==> config.mk <==
export PLATFORM = sky130hd
export DESIGN_NAME = branch_resolve_unit
export DESIGN_NICKNAME = d
export VERILOG_FILES = /design/src/rtl/branch_pkg.sv /design/src/rtl/br_pred_fifo.sv /design/src/rtl/branch_resolve_unit.sv
export SDC_FILE = /design/constraint.sdc
export NUM_CORES = 1
export LEC_CHECK = 0
export ABC_AREA = 1
export BUFFER_PORTS_ARGS = -buffer_cell sky130_fd_sc_hd__buf_2
export CAP_MARGIN = 20
export CORE_MARGIN = 1
export CORE_UTILIZATION = 45
export CTS_BUF_LIST = sky130_fd_sc_hd__clkbuf_2
export DETAILED_ROUTE_END_ITERATION = 10
export GPL_TIMING_DRIVEN = 0
export RECOVER_POWER = 50
export SLEW_MARGIN = 30
export SYNTH_ARGS = -nofsm -noshare
export SYNTH_HDL_FRONTEND = slang
export SYNTH_SLANG_ARGS = --single-unit
export TNS_END_PERCENT = 20
==> constraint.sdc <==
create_clock -name clk_i -period 8.5 [get_ports clk_i]
set_clock_uncertainty 0.2 [all_clocks]
set_input_delay 0.85 -clock clk_i [delete_from_list [all_inputs] [get_ports clk_i]]
set_output_delay 0.85 -clock clk_i [all_outputs]
set_load 0.01 [all_outputs]
==> src/rtl/branch_pkg.sv <==
// Shared types and defaults for the branch resolution slice.
package branch_pkg;

  localparam int BR_DEPTH_DEFAULT = 8;

  typedef struct packed {
    logic [31:0] pc;
    logic        taken;
    logic [31:0] target;
  } br_entry_t;

endpackage

==> src/rtl/br_pred_fifo.sv <==
// Circular FIFO of in-flight branch predictions with flush; head is combinational.
module br_pred_fifo
  import branch_pkg::*;
#(
  parameter int DEPTH = BR_DEPTH_DEFAULT
) (
  input  logic      clk_i,
  input  logic      rst_n,
  input  logic      push,
  input  br_entry_t push_data,
  input  logic      pop,
  input  logic      flush,
  output logic      full,
  output logic      empty,
  output br_entry_t head
);

  localparam int AW = $clog2(DEPTH);

  logic [AW:0] wr_ptr;
  logic [AW:0] rd_ptr;
  br_entry_t   mem [DEPTH];
  logic        do_push;
  logic        do_pop;

  // The extra pointer bit distinguishes full from empty when the indices match.
  assign empty   = (wr_ptr == rd_ptr);
  assign full    = (wr_ptr[AW] != rd_ptr[AW]) && (wr_ptr[AW-1:0] == rd_ptr[AW-1:0]);
  assign do_push = push & ~full & ~flush;
  assign do_pop  = pop & ~empty;
  assign head    = mem[rd_ptr[AW-1:0]];

  always_ff @(posedge clk_i or negedge rst_n) begin
    if (!rst_n) begin
      wr_ptr <= '0;
      rd_ptr <= '0;
    end else if (flush) begin
      wr_ptr <= '0;
      rd_ptr <= '0;
    end else begin
      if (do_push) wr_ptr <= wr_ptr + (AW+1)'(1);
      if (do_pop)  rd_ptr <= rd_ptr + (AW+1)'(1);
    end
  end

  always_ff @(posedge clk_i) begin
    if (do_push) mem[wr_ptr[AW-1:0]] <= push_data;
  end

endmodule

==> src/rtl/branch_resolve_unit.sv <==
// Checks in-order BRU results against queued predictions; drives predictor update and redirect.
module branch_resolve_unit
  import branch_pkg::*;
#(
  parameter int DEPTH = BR_DEPTH_DEFAULT,
  parameter int CNT_W = 32
) (
  input  logic             clk_i,
  input  logic             rst_n,
  input  logic             pred_valid,
  output logic             pred_ready,
  input  logic [31:0]      pred_PC,
  input  logic             pred_taken,
  input  logic [31:0]      pred_target,
  input  logic             res_valid,
  input  logic [31:0]      res_PC,
  input  logic             res_taken,
  input  logic [31:0]      res_target,
  output logic             br_update,
  output logic             br_update_taken,
  output logic [31:0]      br_update_PC,
  output logic [31:0]      br_update_target,
  output logic             mispredict,
  output logic [31:0]      redirect_PC,
  output logic             order_err,
  output logic [CNT_W-1:0] br_count,
  output logic [CNT_W-1:0] mispred_count
);

  br_entry_t push_data;
  br_entry_t head;
  logic      full;
  logic      empty;
  logic      accept;
  logic      mis;

  assign push_data  = '{pc: pred_PC, taken: pred_taken, target: pred_target};
  assign pred_ready = ~full;
  assign accept     = res_valid & ~empty;
  assign mis        = (res_taken != head.taken) |
                      (res_taken & head.taken & (res_target != head.target));

  // A mispredict flushes every younger entry, including anything arriving this cycle.
  br_pred_fifo #(.DEPTH(DEPTH)) u_fifo (
    .clk_i     (clk_i),
    .rst_n     (rst_n),
    .push      (pred_valid & pred_ready),
    .push_data (push_data),
    .pop       (accept),
    .flush     (accept & mis),
    .full      (full),
    .empty     (empty),
    .head      (head)
  );

  always_ff @(posedge clk_i or negedge rst_n) begin
    if (!rst_n) begin
      br_update        <= 1'b0;
      br_update_taken  <= 1'b0;
      br_update_PC     <= '0;
      br_update_target <= '0;
      mispredict       <= 1'b0;
      redirect_PC      <= '0;
      order_err        <= 1'b0;
      br_count         <= '0;
      mispred_count    <= '0;
    end else begin
      br_update  <= accept;
      mispredict <= accept & mis;
      if (accept) begin
        br_update_taken  <= res_taken;
        br_update_PC     <= res_PC;
        br_update_target <= res_target;
        if (br_count != {CNT_W{1'b1}}) br_count <= br_count + CNT_W'(1);
      end
      if (accept & mis) begin
        redirect_PC <= res_taken ? res_target : res_PC + 32'd4;
        if (mispred_count != {CNT_W{1'b1}}) mispred_count <= mispred_count + CNT_W'(1);
      end
      if ((res_valid & empty) | (accept & (res_PC != head.pc))) order_err <= 1'b1;
    end
  end

endmodule
==> impl_results.md, run 1 <==
- Max Freq: ~0.17 GHz
- Vias in the first global route: ~24000
- Crit-path max cell delay: 3350 ps
- CTS tree: yes
- H-Tree Depth: 4
- Max Cap Violations: 1
- Initial antenna violation count: 4
- Worst slew pin tran: around 4700 ps
- Critical Path Start Type: input port
- Pin count of the biggest net entering global routing: 84
- Area Growth Syn to Fin: 23.52%
- First drt pass iteration count: 6
- Die X: roughly 260 microns
- Unique masters post-synth: 38
- Min Tclk post-route: between 6000 and 7000 ps
- Synth cell count leaders: nand2_1, edfxtp_1, nor2_1, o21ai_0, nand3_1
- Register-to-Register Setup Slack: around 2800 ps
- Congestion Overflow GR: 0
- P_leak: 15.80 nW
- Via density: 5.460
- FILL cells: 5868
- Initial Util: 45.74%
- Worst Path Arrival: just over 6000 ps
- Total GRT Usage: slightly above 30%
- Worst VDD drop: 0.1595 mV
- Via Count: 25440
- Worst path cell trace: dlygate4sd3_1 > clkdlybuf4s25_1 > dlygate4sd3_1 > clkbuf_1
- Slew Limit Fails: 79
- Routed len/inst: around 23 microns
- Row count: 94
- Worst-case clock buffer depth: 3
- IO buf count: around 300
- GP Congestion: between 0.9 and 1
- Die height: between 200 and 300 microns
- Post-synth EDFFs: 520
- Hold Crit Class: input port to register
- Synth warnings: 0
- Crit. End Element: async pin
- DIE AREA: between 0.06 and 0.07 sq mm
- Filler-free cell count of the finished design: approximately 4700
- Max Fanout on Critical Path: 78
- Required @ worst endpoint: 8590 ps
- Iteration-0 DRC Markers: 2910
- Post-Synthesis Cells: ~2900
- Core Footprint: about 0.066 sq mm
- Worst skew pair latency: 1420 ps
- Post-CTS Setup Bufs: 0
- Post-CTS resize count: 0
- Ports: approximately 300
- Most common flop cell mapped by yosys: edfxtp_1
- Total CTS buffers: about 180
- Final setup vio count: 0
- Status: complete, but fails checks
- Failing checks: max-capacitance violations, max-slew violations
- Seq/Total Area, Yosys: approximately two thirds
- Synthesized area: just over 0.03 sq mm
- Pwr dens: 315.0 mW/mm^2
- Tcrit/Tclk final: just over 70%
- Layout cells sized above 1: between 10% and 20%
- Seq. cell area: 0.01992 sq mm
- Area of the multi-input gates: 0.008915 sq mm
- Hold Vio Cnt, Final: 0
- Post-synth top area share: 51.56%
- Ranking of synthesized cells by area: edfxtp_1, dfrtp_1, nand2_1
- Clock-pin slew on the worst setup and hold paths: 100 ps
- Placed Cells: roughly 4100
- Worst slew margin: -216.4%
- DRC: 0
- Ys async rst share: roughly 25%
- Routed Wire Length: approximately 110000 microns
- CTS root buf: clkbuf_2
- Register bit total from synthesis: between 600 and 700
- Syn_area_per_cell: slightly above 10 sq um
- Dominant cell type by area after synthesis: edfxtp_1
- Critical path class: input port to async pin
- Post-DP HPWL: between 70000 and 80000 microns
- First-pass GRT wire length: around 150000 microns
- Slowest stage cell on the critical path: clkbuf_1
- Hold_buf cts: ~190
- Syn_nets: around 3100
- Count leader, synth: nand2_1
- Clock sinks: about 690
- CP most frequent cell: dlygate4sd3_1
- Final antenna-violating net count: 0
- Final Hold Slack: 169.2 ps
- RSZ-0062 raised after global routing: no
- Fin nets: ~3800
-- critical path, delay by kind of cell --
| family | cells | cell delay [ps] |
|---|---|---|
| buf+inv | 4 | 5180 |
-- power by group --
group	internal, mW	total (mW)	switching [mW]
logic	1.44	4.92	3.47
registers	4.26	4.52	0.261
clock network	0.956	2.34	1.39
total	6.66	11.8	5.12
-- through the flow --
step	TNS (ps)	setup slack, ps	utilization (%)	power (mW)	area, sq um
after global placement	-872160	-1848	49.62	9.120	32860
final	0	2471	56.49	11.78	37410
after global routing	0	1597	56.48	12.41	37400
after detailed placement	0	3346	51.31	9.358	33980
after floorplan	0	2712	-	7.208	30280
after CTS	0	3285	56.77	11.77	37590
-- layer usage --
| metal | part of all wire, % | up-vias | GRT usage, % |
|---|---|---|---|
| li1 | - | 11510 | - |
| met1 | 41 | 12280 | 41.45 |
| met2 | 45 | 1417 | 47.25 |
| met3 | 10 | 227 | 9.117 |
| met4 | 4.0 | 0 | 14.31 |
| met5 | 0 | - | 0 |
-- cell families after synthesis --
logic type               synth area share [%]
AND/OR/NAND/NOR                         19.70
XOR/XNOR                                2.979
AO/OA/AOI/OAI                           6.210
multiplexers                           0.1983
adder cells (fa/ha/maj)                0.2479
flip-flops                              65.77
buffers and inverters                   4.888
-- state kept, by name (all words and copies together) (netlist names) --
name,count
mispredict,1
br_update_target,32
u_fifo.mem,520
u_fifo.wr_ptr,4
br_update,1
order_err,1
br_update_PC,32
u_fifo.rd_ptr,4
mispred_count,32
br_update_taken,1
br_count,32
redirect_PC,32
-- cell usage in the layout, fill, tap and decap left out, types with 3 or more instances in the layout --
master         instances
clkinvlp_4             6
buf_6                 16
ha_1                   6
buf_2                242
buf_16                33
o211ai_1              18
nand3_1              234
nand2_2                3
o21ai_1               12
o21ai_0              267
buf_4                  4
mux2i_1                6
buf_1                  9
nand2_1              806
dfrtp_1              172
clkbuf_1             170
dlygate4sd3_1        194
xnor2_1               12
clkbuf_2             290
nand4_1               55
inv_2                  4
nor2_4                 8
nor3_1                39
diode_2                5
buf_8                  5
nor4_1                13
o22ai_1               45
xor2_1                91
clkinv_1              22
edfxtp_1             520
nor2_1               270
inv_1                194
-- path summary, 6_finish.rpt --
path | depth (start not counted) | from | endpoint
max | 4 | rst_n | br_update_PC[31]$_DFFE_PN0P_
min | 4 | res_target[2] | br_update_target[2]$_DFFE_PN0P_
max reg2reg | 17 | u_fifo.rd_ptr[1]$_DFFE_PN0P_ | u_fifo.mem[2][61]$_DFFE_PP_
min reg2reg | 2 | order_err$_DFFE_PN0P_ | order_err$_DFFE_PN0P_
max in group clk_i | 17 | u_fifo.rd_ptr[1]$_DFFE_PN0P_ | u_fifo.mem[2][61]$_DFFE_PP_
min in group asynchronous | 3 | rst_n | mispred_count[12]$_DFFE_PN0P_
-- final cells by class --
class / instances / share of cell area, %
inverter: 197 / 1.980
clock buffer: 290 / 3.880
clock inverter: 35 / 0.5820
antenna: 5 / 0.03345
sequential: 692 / 53.25
buffer: 143 / 1.950
timing repair buffer: 533 / 11.60
tap: 864 / 2.890
multi-input combinational: 1900 / 23.83
No activity file was read; power rests on OpenSTA's default activity.
==> inputs of run 2 (changes only) <==
Clock period 8.5 ns to 5.7 ns, I/O delays scaled along.
==> run 2 against run 1 <==
  * The flow still finishes with violations (max-capacitance violations, max-slew violations)
  * First-iteration DRC count up 8.8%
  * Cell count up 2.0%
  * Die area unchanged
  * Via count up 2.0%
==> impl_results.md, run 2 (synthesis gave the netlist of run 1 again) <==
- Status: complete, but fails checks
- Failing checks: max-capacitance violations, max-slew violations
- Routed len/inst: 23.12 microns (+0.81%)
- Internal Power: 10.01 mW (+50%)
- Pwr dens: 462.3 mW/mm^2 (+47%)
- First-pass GRT wire length: 158300 microns (+2.7%)
- Max reg flops: 520 (unchanged)
- Slew Limit Fails: 163 (+110%)
- DP Area: 0.03398 sq mm (unchanged)
- Congestion Overflow GR: 0 (unchanged)
- Register-to-Register Setup Slack: 200 ps (-2550 ps)
- Layout cells sized above 1: 16.89% (+0.40 points)
- Worst reg2reg path depth: 17 (unchanged)
- Worst Path Arrival: 6320 ps (+200 ps)
- Logic gate share of total power: 42.2% (+0.4 points)
- P_leak: 16.28 nW (+3.0%)
- H-Tree Depth: 4 (unchanged)
- RSZ-0062 raised after global routing: no
- Worst-case clock buffer depth: 3 (unchanged)
- Worst skew pair latency: 1410 ps (about the same)
- Final antenna-violating net count: 0 (unchanged)
- Final setup vio count: 0 (unchanged)
- Critical Path Start Type: register
- Clock sinks: 692 (unchanged)
- Max Fanout on Critical Path: 16 (-79%)
- First drt pass iteration count: 6 (unchanged)
- Total GRT Usage: 32.04% (+0.86 points)
- IO buf count: 298 (unchanged)
- Critical path class: register to register
- Sw Ratio: 43.54% (+0.048 points)
- Min Tclk post-route: ~5500 ps
- Setup slack after placement: 545.9 ps (-2800 ps)
- Initial Util: 45.74% (unchanged)
- Core Footprint: 0.06622 sq mm (unchanged)
- Hold Crit Class: input port to register
- Vias in the first global route: 25070 (+3.1%)
- FILL cells: 5781 (-1.5%)
- Setup WS post-layout: 197.3 ps (-2274 ps)
- Tcrit/Tclk final: roughly 97%
- Fin nets: 3876 (+2.5%)
- Sequential power share: 38.0% (-0.4 points)
- Max Cap Violations: 2 (+1)
- Row count: 94 (unchanged)
- Worst Hold Depth: 4 (unchanged)
- DRC: 0 (unchanged)
- Commonest non-fill, non-tap cell in the layout: nand2_1
- CTS tree: yes
- Crit. End Element: register
- CTS root buf: clkbuf_2
- Area Growth Syn to Fin: 26.69%
- Reg2Reg Capture Point: u_fifo.mem[2][61]$_DFFE_PP_
- Worst Hold End: br_update_PC[16]$_DFFE_PN0P_
- Worst VDD drop: 0.2396 mV (+50%)
- Clock power frac: 19.8% (about the same)
- Final Hold Slack: 103.9 ps (-65.26 ps)
- DIE AREA: 0.06834 sq mm (unchanged)
- Die X: 261.4 microns (unchanged)
- Iteration-0 DRC Markers: 3166 (+8.8%)
- Post-DP HPWL: 74900 microns (unchanged)
- Commonest non-fill, non-tap cells in the layout: nand2_1, edfxtp_1, clkbuf_2
- Post-route cell area: 0.03837 sq mm (+2.6%)
- Post-CTS Setup Bufs: 0 (unchanged)
- Max Freq: 0.1817 GHz
- Worst slew margin: -48.32% (+170 points)
- Pwr Total: 17.74 mW (+51%)
- Hold Vio Cnt, Final: 0 (unchanged)
- Routed Wire Length: 109800 microns (+2.8%)
- Initial antenna violation count: 5 (+1)
- Via Count: 25950 (+2.0%)
- Die height: 261.4 microns (unchanged)
- GP Congestion: 0.9373 (unchanged)
- Pin count of the biggest net entering global routing: 84 (unchanged)
- Ports: 299 (unchanged)
- Worst slew pin tran: 2225 ps (-2522 ps)
- Required @ worst endpoint: 6520 ps (-2070 ps)
- Fin Setup TNS: 0 ps (unchanged)
- Total CTS buffers: 176 (unchanged)
- Min-delay src: res_PC[16]
- Via density: 5.464 (about the same)
- P_sw: 7.721 mW (+51%)
- Clock-pin slew on the worst setup and hold paths: 90 ps (about the same)
- R2r startpoint: u_fifo.rd_ptr[1]$_DFFE_PN0P_
[run 2: worst max-delay path by stage]
stage | from | end | slack (ps) | cells after the start
2_1_floorplan | u_fifo.rd_ptr[0]$_DFFE_PN0P_ | u_fifo.mem[0][0]$_DFFE_PP_ | -90 | 16
3_5_place_dp | u_fifo.rd_ptr[2]$_DFFE_PN0P_ | u_fifo.mem[2][1]$_DFFE_PP_ | 550 | 16
4_1_cts | u_fifo.rd_ptr[2]$_DFFE_PN0P_ | u_fifo.mem[2][61]$_DFFE_PP_ | 510 | 16
5_1_grt | u_fifo.rd_ptr[1]$_DFFE_PN0P_ | u_fifo.mem[2][61]$_DFFE_PP_ | 210 | 17
3_3_place_gp | u_fifo.rd_ptr[2]$_DFFE_PN0P_ | u_fifo.mem[3][24]$_DFFE_PP_ | -4650 | 14
6_report | u_fifo.rd_ptr[1]$_DFFE_PN0P_ | u_fifo.mem[2][61]$_DFFE_PP_ | 200 | 17
[run 2: critical path, cell delays in order (launching register included)]
cell      delay, ps
dfrtp_1         400
clkbuf_1        360
buf_4           310
clkbuf_1        600
clkbuf_1        590
o21ai_0         190
o22ai_1         200
nor2_1           60
a31oi_1         170
ha_1            250
inv_1            70
nand2_2         120
nand2_2         170
buf_6           210
nand2_2         240
nor2_4          660
buf_16          240
buf_16          180
[run 2: final cells by class]
cell class	count	area, sq um	share of cell area (%)
diodes	3	7.507	0.01957
plain buffers	143	733.2	1.911
clock buffers	290	1451	3.783
clock inverters	35	217.7	0.5675
inverters	197	740.7	1.931
multi-input cells	1900	8934	23.29
flip-flops and latches	692	19920	51.92
well taps	864	1081	2.818
repair buffers	626	5281	13.77
[run 2: metrics by stage]
stage	utilization (%)	std cells
after CTS	58.17	4747
after detailed placement	51.31	4135
after global routing	57.94	4749
after floorplan	-	2932
after global placement	49.62	4094
final	57.94	4750
[run 2: power groups by stage]
| stage | Combinational, mW | Clock [mW] | Sequential (mW) |
|---|---|---|---|
| 2_1_floorplan | 3.77 | 0 | 6.98 |
| 3_3_place_gp | 6.68 | 0 | 6.92 |
| 3_5_place_dp | 7.13 | 0 | 6.82 |
| 4_1_cts | 7.39 | 3.56 | 6.72 |
| 5_1_grt | 8.03 | 3.81 | 6.81 |
| 6_report | 7.49 | 3.50 | 6.74 |
[run 2: layer usage]
layer  routed length, microns  GRT usage, %  vias to the layer above
met2                    49300         48.77                     1497
li1                         -             -                    11690
met5                       14             0                        -
met4                     4538         14.95                        2
met3                    12010         9.853                      244
met1                    43980         41.97                    12520
[run 2: timing repair]
| action | CTS | global route |
|---|---|---|
| gates resized for setup | 0 | 0 |
| endpoints found under the hold margin | 960 | 0 |
| hold buffers | 287 | 0 |
